<file path="config.mk">
export PLATFORM = sky130hd
export DESIGN_NAME = lc4_divider_seq
export DESIGN_NICKNAME = d
export VERILOG_FILES = /design/src/rtl/lc4_divider_seq.sv
export SDC_FILE = /design/constraint.sdc
export NUM_CORES = 1
export LEC_CHECK = 0
export BUFFER_PORTS_ARGS = -buffer_cell sky130_fd_sc_hd__buf_2
export CORE_ASPECT_RATIO = 0.7
export CORE_MARGIN = 3
export CORE_UTILIZATION = 50
export CTS_CLUSTER_SIZE = 28
export DETAILED_ROUTE_END_ITERATION = 16
export GPL_TIMING_DRIVEN = 0
export HOLD_SLACK_MARGIN = 0.1
export PLACE_DENSITY = 0.72
export SLEW_MARGIN = 25
export SYNTH_ARGS = -nofsm -noshare
export SYNTH_HDL_FRONTEND = slang
export SYNTH_SLANG_ARGS = --single-unit
export TNS_END_PERCENT = 5
</file>
<file path="constraint.sdc">
create_clock -name clk -period 9.2 [get_ports clk]
set_input_delay 0 -clock clk [delete_from_list [all_inputs] [get_ports clk]]
set_output_delay 0 -clock clk [all_outputs]
set_load 0.005 [all_outputs]
</file>
<file path="src/rtl/lc4_divider_seq.sv">
// lc4_divider_seq: multi-cycle restoring unsigned divider for the LC4 ALU, valid/ready on both sides.
// Optional: define LC4_DIV_EARLY_OUT_EN to finish divide-by-zero and dividend<divisor on the accept edge.
module lc4_divider_seq #(
  parameter int WIDTH          = 16,
  parameter int BITS_PER_CYCLE = 1
) (
  input  logic             clk,
  input  logic             rst_n,
  input  logic             in_valid,
  output logic             in_ready,
  input  logic [WIDTH-1:0] dividend,
  input  logic [WIDTH-1:0] divisor,
  output logic             out_valid,
  input  logic             out_ready,
  output logic [WIDTH-1:0] quotient,
  output logic [WIDTH-1:0] remainder,
  output logic             div_by_zero
);

  localparam int STEPS = WIDTH / BITS_PER_CYCLE;
  localparam int CW    = $clog2(STEPS + 1);

  typedef enum logic [1:0] {IDLE, BUSY, DONE} state_t;

  state_t r_state, w_state_nxt;

  // r_dq starts as the dividend and fills with quotient bits from the LSB as dividend bits leave the MSB.
  logic [WIDTH-1:0]          r_dq, r_dvs, r_rem;
  logic [WIDTH-1:0]          r_quotient, r_remainder;
  logic                      r_dbz;
  logic [CW-1:0]             r_cnt;

  logic [WIDTH-1:0]          w_rem_nxt, w_dq_nxt;
  logic [BITS_PER_CYCLE-1:0] w_qbits;
  logic [WIDTH:0]            w_step;
  logic                      w_accept, w_last, w_early;

  // One restoring step: shift in a dividend bit, then trial-subtract as rem' + ~divisor + 1 with g/p carries.
  // The shifted-out remainder MSB is kept, so the trial is WIDTH+1 bits wide.
  // Returns {quotient_bit, new_remainder}.
  function automatic logic [WIDTH:0] sub_step(input logic [WIDTH-1:0] rem,
                                              input logic             nb,
                                              input logic [WIDTH-1:0] dvs);
    logic [WIDTH:0]   a, bn, g, p;
    logic [WIDTH+1:0] c;
    logic [WIDTH-1:0] diff;
    a    = {rem, nb};
    bn   = ~{1'b0, dvs};
    g    = a & bn;
    p    = a ^ bn;
    c    = '0;
    c[0] = 1'b1;
    for (int i = 0; i <= WIDTH; i++) c[i+1] = g[i] | (p[i] & c[i]);
    for (int i = 0; i < WIDTH; i++) diff[i] = p[i] ^ c[i];
    // Carry out of the top bit means no borrow: the trial fits and the quotient bit is 1.
    if (c[WIDTH+1]) return {1'b1, diff};
    else            return {1'b0, a[WIDTH-1:0]};
  endfunction

  always_comb begin
    // NOTE: every variable gets a default first so no path leaves it unassigned (no latch).
    w_rem_nxt = r_rem;
    w_qbits   = '0;
    w_step    = '0;
    for (int j = 0; j < BITS_PER_CYCLE; j++) begin
      w_step                         = sub_step(w_rem_nxt, r_dq[WIDTH-1-j], r_dvs);
      w_qbits[BITS_PER_CYCLE-1-j]    = w_step[WIDTH];
      w_rem_nxt                      = w_step[WIDTH-1:0];
    end
    w_dq_nxt = (r_dq << BITS_PER_CYCLE) | WIDTH'(w_qbits);
  end

  assign w_accept = in_valid && (r_state == IDLE);
  assign w_last   = (r_cnt == CW'(1));

`ifdef LC4_DIV_EARLY_OUT_EN
  assign w_early = (divisor == '0) || (dividend < divisor);
`else
  assign w_early = 1'b0;
`endif

  always_comb begin
    w_state_nxt = r_state;
    case (r_state)
      IDLE:    if (w_accept) w_state_nxt = w_early ? DONE : BUSY;
      BUSY:    if (w_last) w_state_nxt = DONE;
      DONE:    if (out_ready) w_state_nxt = IDLE;
      default: w_state_nxt = IDLE;
    endcase
  end

  // NOTE: sequential state uses non-blocking assignments so every register samples pre-edge values.
  always_ff @(posedge clk or negedge rst_n) begin
    if (!rst_n) r_state <= IDLE;
    else        r_state <= w_state_nxt;
  end

  // Every datapath register is reset so an aborted operation leaves nothing behind.
  always_ff @(posedge clk or negedge rst_n) begin
    if (!rst_n) begin
      r_dq        <= '0;
      r_dvs       <= '0;
      r_rem       <= '0;
      r_cnt       <= '0;
      r_quotient  <= '0;
      r_remainder <= '0;
      r_dbz       <= 1'b0;
    end else begin
      case (r_state)
        IDLE: begin
          if (w_accept) begin
            r_dq  <= dividend;
            r_dvs <= divisor;
            r_rem <= '0;
            r_cnt <= CW'(STEPS);
            if (w_early) begin
              r_quotient  <= '0;
              r_remainder <= (divisor == '0) ? '0 : dividend;
              r_dbz       <= (divisor == '0);
            end
          end
        end
        BUSY: begin
          r_rem <= w_rem_nxt;
          r_dq  <= w_dq_nxt;
          r_cnt <= r_cnt - CW'(1);
          if (w_last) begin
            if (r_dvs == '0) begin
              r_quotient  <= '0;
              r_remainder <= '0;
              r_dbz       <= 1'b1;
            end else begin
              r_quotient  <= w_dq_nxt;
              r_remainder <= w_rem_nxt;
              r_dbz       <= 1'b0;
            end
          end
        end
        default: ;
      endcase
    end
  end

  assign in_ready    = (r_state == IDLE);
  assign out_valid   = (r_state == DONE);
  assign quotient    = r_quotient;
  assign remainder   = r_remainder;
  assign div_by_zero = r_dbz;

endmodule

</file>
==> impl_metrics.json <==
{
  "status": "completed",
  "power.total_w": 0.00198,
  "dieWidth_um": 115,
  "drive_gt1_frac": 0.217,
  "fin_util": 0.665,
  "clkLatencyLatePin_ps": 340,
  "rsz0062_at_grt": "no",
  "postSynthNetCount": 440,
  "cts_resized": 0,
  "grt_pass1_wl_mm": 17.1,
  "period_share": 0.841,
  "wl_per_cell_um": 17.5,
  "yosysSeqAreaShare": 0.528,
  "hold_viol_final": 0,
  "powerDensity_nw_per_um2": 374,
  "path_max_fanout": 10,
  "grt-ovfl-total": 0,
  "min_path_type": "input pin to flop",
  "worstMarginPinSlew_ps": 709,
  "holdPathStages": 4,
  "ys_types": 34,
  "hold_slack_ps": 178,
  "antenna_cells": 0,
  "syn_inst": 386,
  "worstPathRequired_ps": 9400,
  "drtAntennaViolNets": 0,
  "cts_tree": "done",
  "grt_pass1_vias": 3311,
  "syn2layout_area_growth_pct": 27.3,
  "slew_headroom": 0.526,
  "synth_top_area_frac": 0.528,
  "worst_clock_skew_ps": 5.76,
  "yosys_warnings": 0,
  "yosysTopAreaCell": "dfrtp_1",
  "layout_common_cells": "88 x dfrtp_1, 79 x buf_2, 54 x nand2_1, 44 x o21ai_0, 35 x dlygate4sd3_1",
  "coreArea_sq_um": 7970,
  "worstPathArrival_ps": 7940,
  "reg2reg_depth": 26,
  "ys_ff_latch": 88,
  "drc": 0,
  "antenna_found_initial": 0,
  "clk_pin_slew_ps": 60,
  "critPathKind": "flop to flop",
  "power.leakage_nw": 2.46,
  "synth_area_leaders": "dfrtp_1 53%, fa_1 7.2%, o21ai_0 5.3%, nand2_1 4.9%, nand3_1 3.8%",
  "drt-total-wl_mm": 10.6,
  "fin_tns_setup_ps": 0,
  "critPathCaptureType": "flop",
  "clkSinkCount": 88,
  "ios": 71,
  "synth.avg_cell_area_sq_um": 10.8,
  "synth-edff-count": 0,
  "cap_violations": 0,
  "place_congestion": 0.831,
  "post-cts-setup-buffers": 0,
  "start_kind": "flop",
  "clock.fmax_mhz": 129,
  "htreeDepth": 3,
  "hpwl_mm": 7.27,
  "io_buffers": 70,
  "vdd_drop_max_mv": 0.209,
  "synth_ff_type": "dfrtp_1",
  "cts_root_buffer": "clkbuf_16",
  "initial_utilization": 0.523,
  "clk_path_buf_depth": 2,
  "first_iter_violations": 247,
  "nets": 557,
  "post_drt_via_cell_ratio": 5.61,
  "cts_buffers": 9,
  "die_h_um": 82.4,
  "drt_pass1_iterations": 5,
  "drv_slew": 0,
  "period_minus_slack_ps": 7740,
  "placement_rows": 27,
  "grt_max_degree": 73,
  "die-area_sq_um": 9480,
  "layout_commonest_cell": "dfrtp_1",
  "syn_area_sq_um": 4170,
  "finalSetupViolCount": 0,
  "gr-usage-all-layers": 0.236,
  "synthArstFlopShare": 1.00,
  "postCtsHoldBufs": 35,
  "num_vias": 3408,
  "r2r_slack_ps": 1460
}
[routing by layer]
metal  GRT usage  routed length (um)
met1       0.359                5100
met3      0.0481                 627
met4      0.0633                 112
met2       0.345                4800
met5           0                   0
[stage by stage]
step	std cells	area (sq um)	worst slack, ps
finish	607	5310	1460
global route	607	5310	1070
CTS	607	5310	1480
detailed placement	558	4680	1490
global placement	557	4640	1600
floorplan	386	4170	2170
[critical path, cell delays in order, from the launching register on]
cell     delay [ps]
dfrtp_1         380
inv_1            80
ha_1            140
inv_1            50
fa_1            380
fa_1            400
fa_1            390
fa_1            390
fa_1            390
fa_1            390
fa_1            390
fa_1            380
fa_1            390
fa_1            410
fa_1            390
fa_1            360
inv_1            70
fa_1            150
inv_1            50
fa_1            350
inv_1            70
fa_1            190
nor2b_1         140
buf_2           290
buf_2           370
mux2i_1         470
o21ai_0         150
[final cells by class]
class / instances / area (sq um)
plain buffers: 29 / 140
clock inverters: 4 / 47.5
repair buffers: 106 / 734
clock buffers: 10 / 229
flip-flops and latches: 88 / 2200
well taps: 101 / 126
fillers: 649 / 2670
multi-input cells: 246 / 1740
inverters: 23 / 86.3
[flip-flops by register name, indices dropped and copies added, names as in the netlist]
signal,flops
remainder,16
r_state,2
r_cnt,5
r_rem,16
div_by_zero,1
r_dvs,16
quotient,16
r_dq,16
[synthesized netlist by cell type (all sizes together), types with 3 or more instances]
cell type,instances
a22oi,15
buf,14
clkbuf,15
dfrtp,88
fa,15
ha,3
inv,23
mux2,4
mux2i,15
nand2,55
nand3,32
nor2,4
nor4,5
o21ai,50
o2bb2ai,16
o31ai,17
[path summary, 6_finish.rpt]
path / start / end
max: r_dq[15] / r_rem[11]
min: in_valid / r_dq[3]
max reg2reg: r_dq[15] / r_rem[11]
min reg2reg: remainder[13] / remainder[13]
max in group asynchronous: rst_n / remainder[6]
min in group asynchronous: rst_n / quotient[7]
[where the power goes]
part           switching (W)  internal [W]  leakage [nW]
combinational       0.000553      0.000379          1.22
clock               0.000144      0.000206         0.134
sequential          0.000131      0.000569          1.11
[cells by family after synthesis]
group	Yosys count	share of synthesized area
simple gates	107	0.125
buf+inv	52	0.0543
flops	88	0.528
compound gates	102	0.165
fa+ha+maj	18	0.0811
mux	19	0.0468
Power figures use the tool's default switching activity.
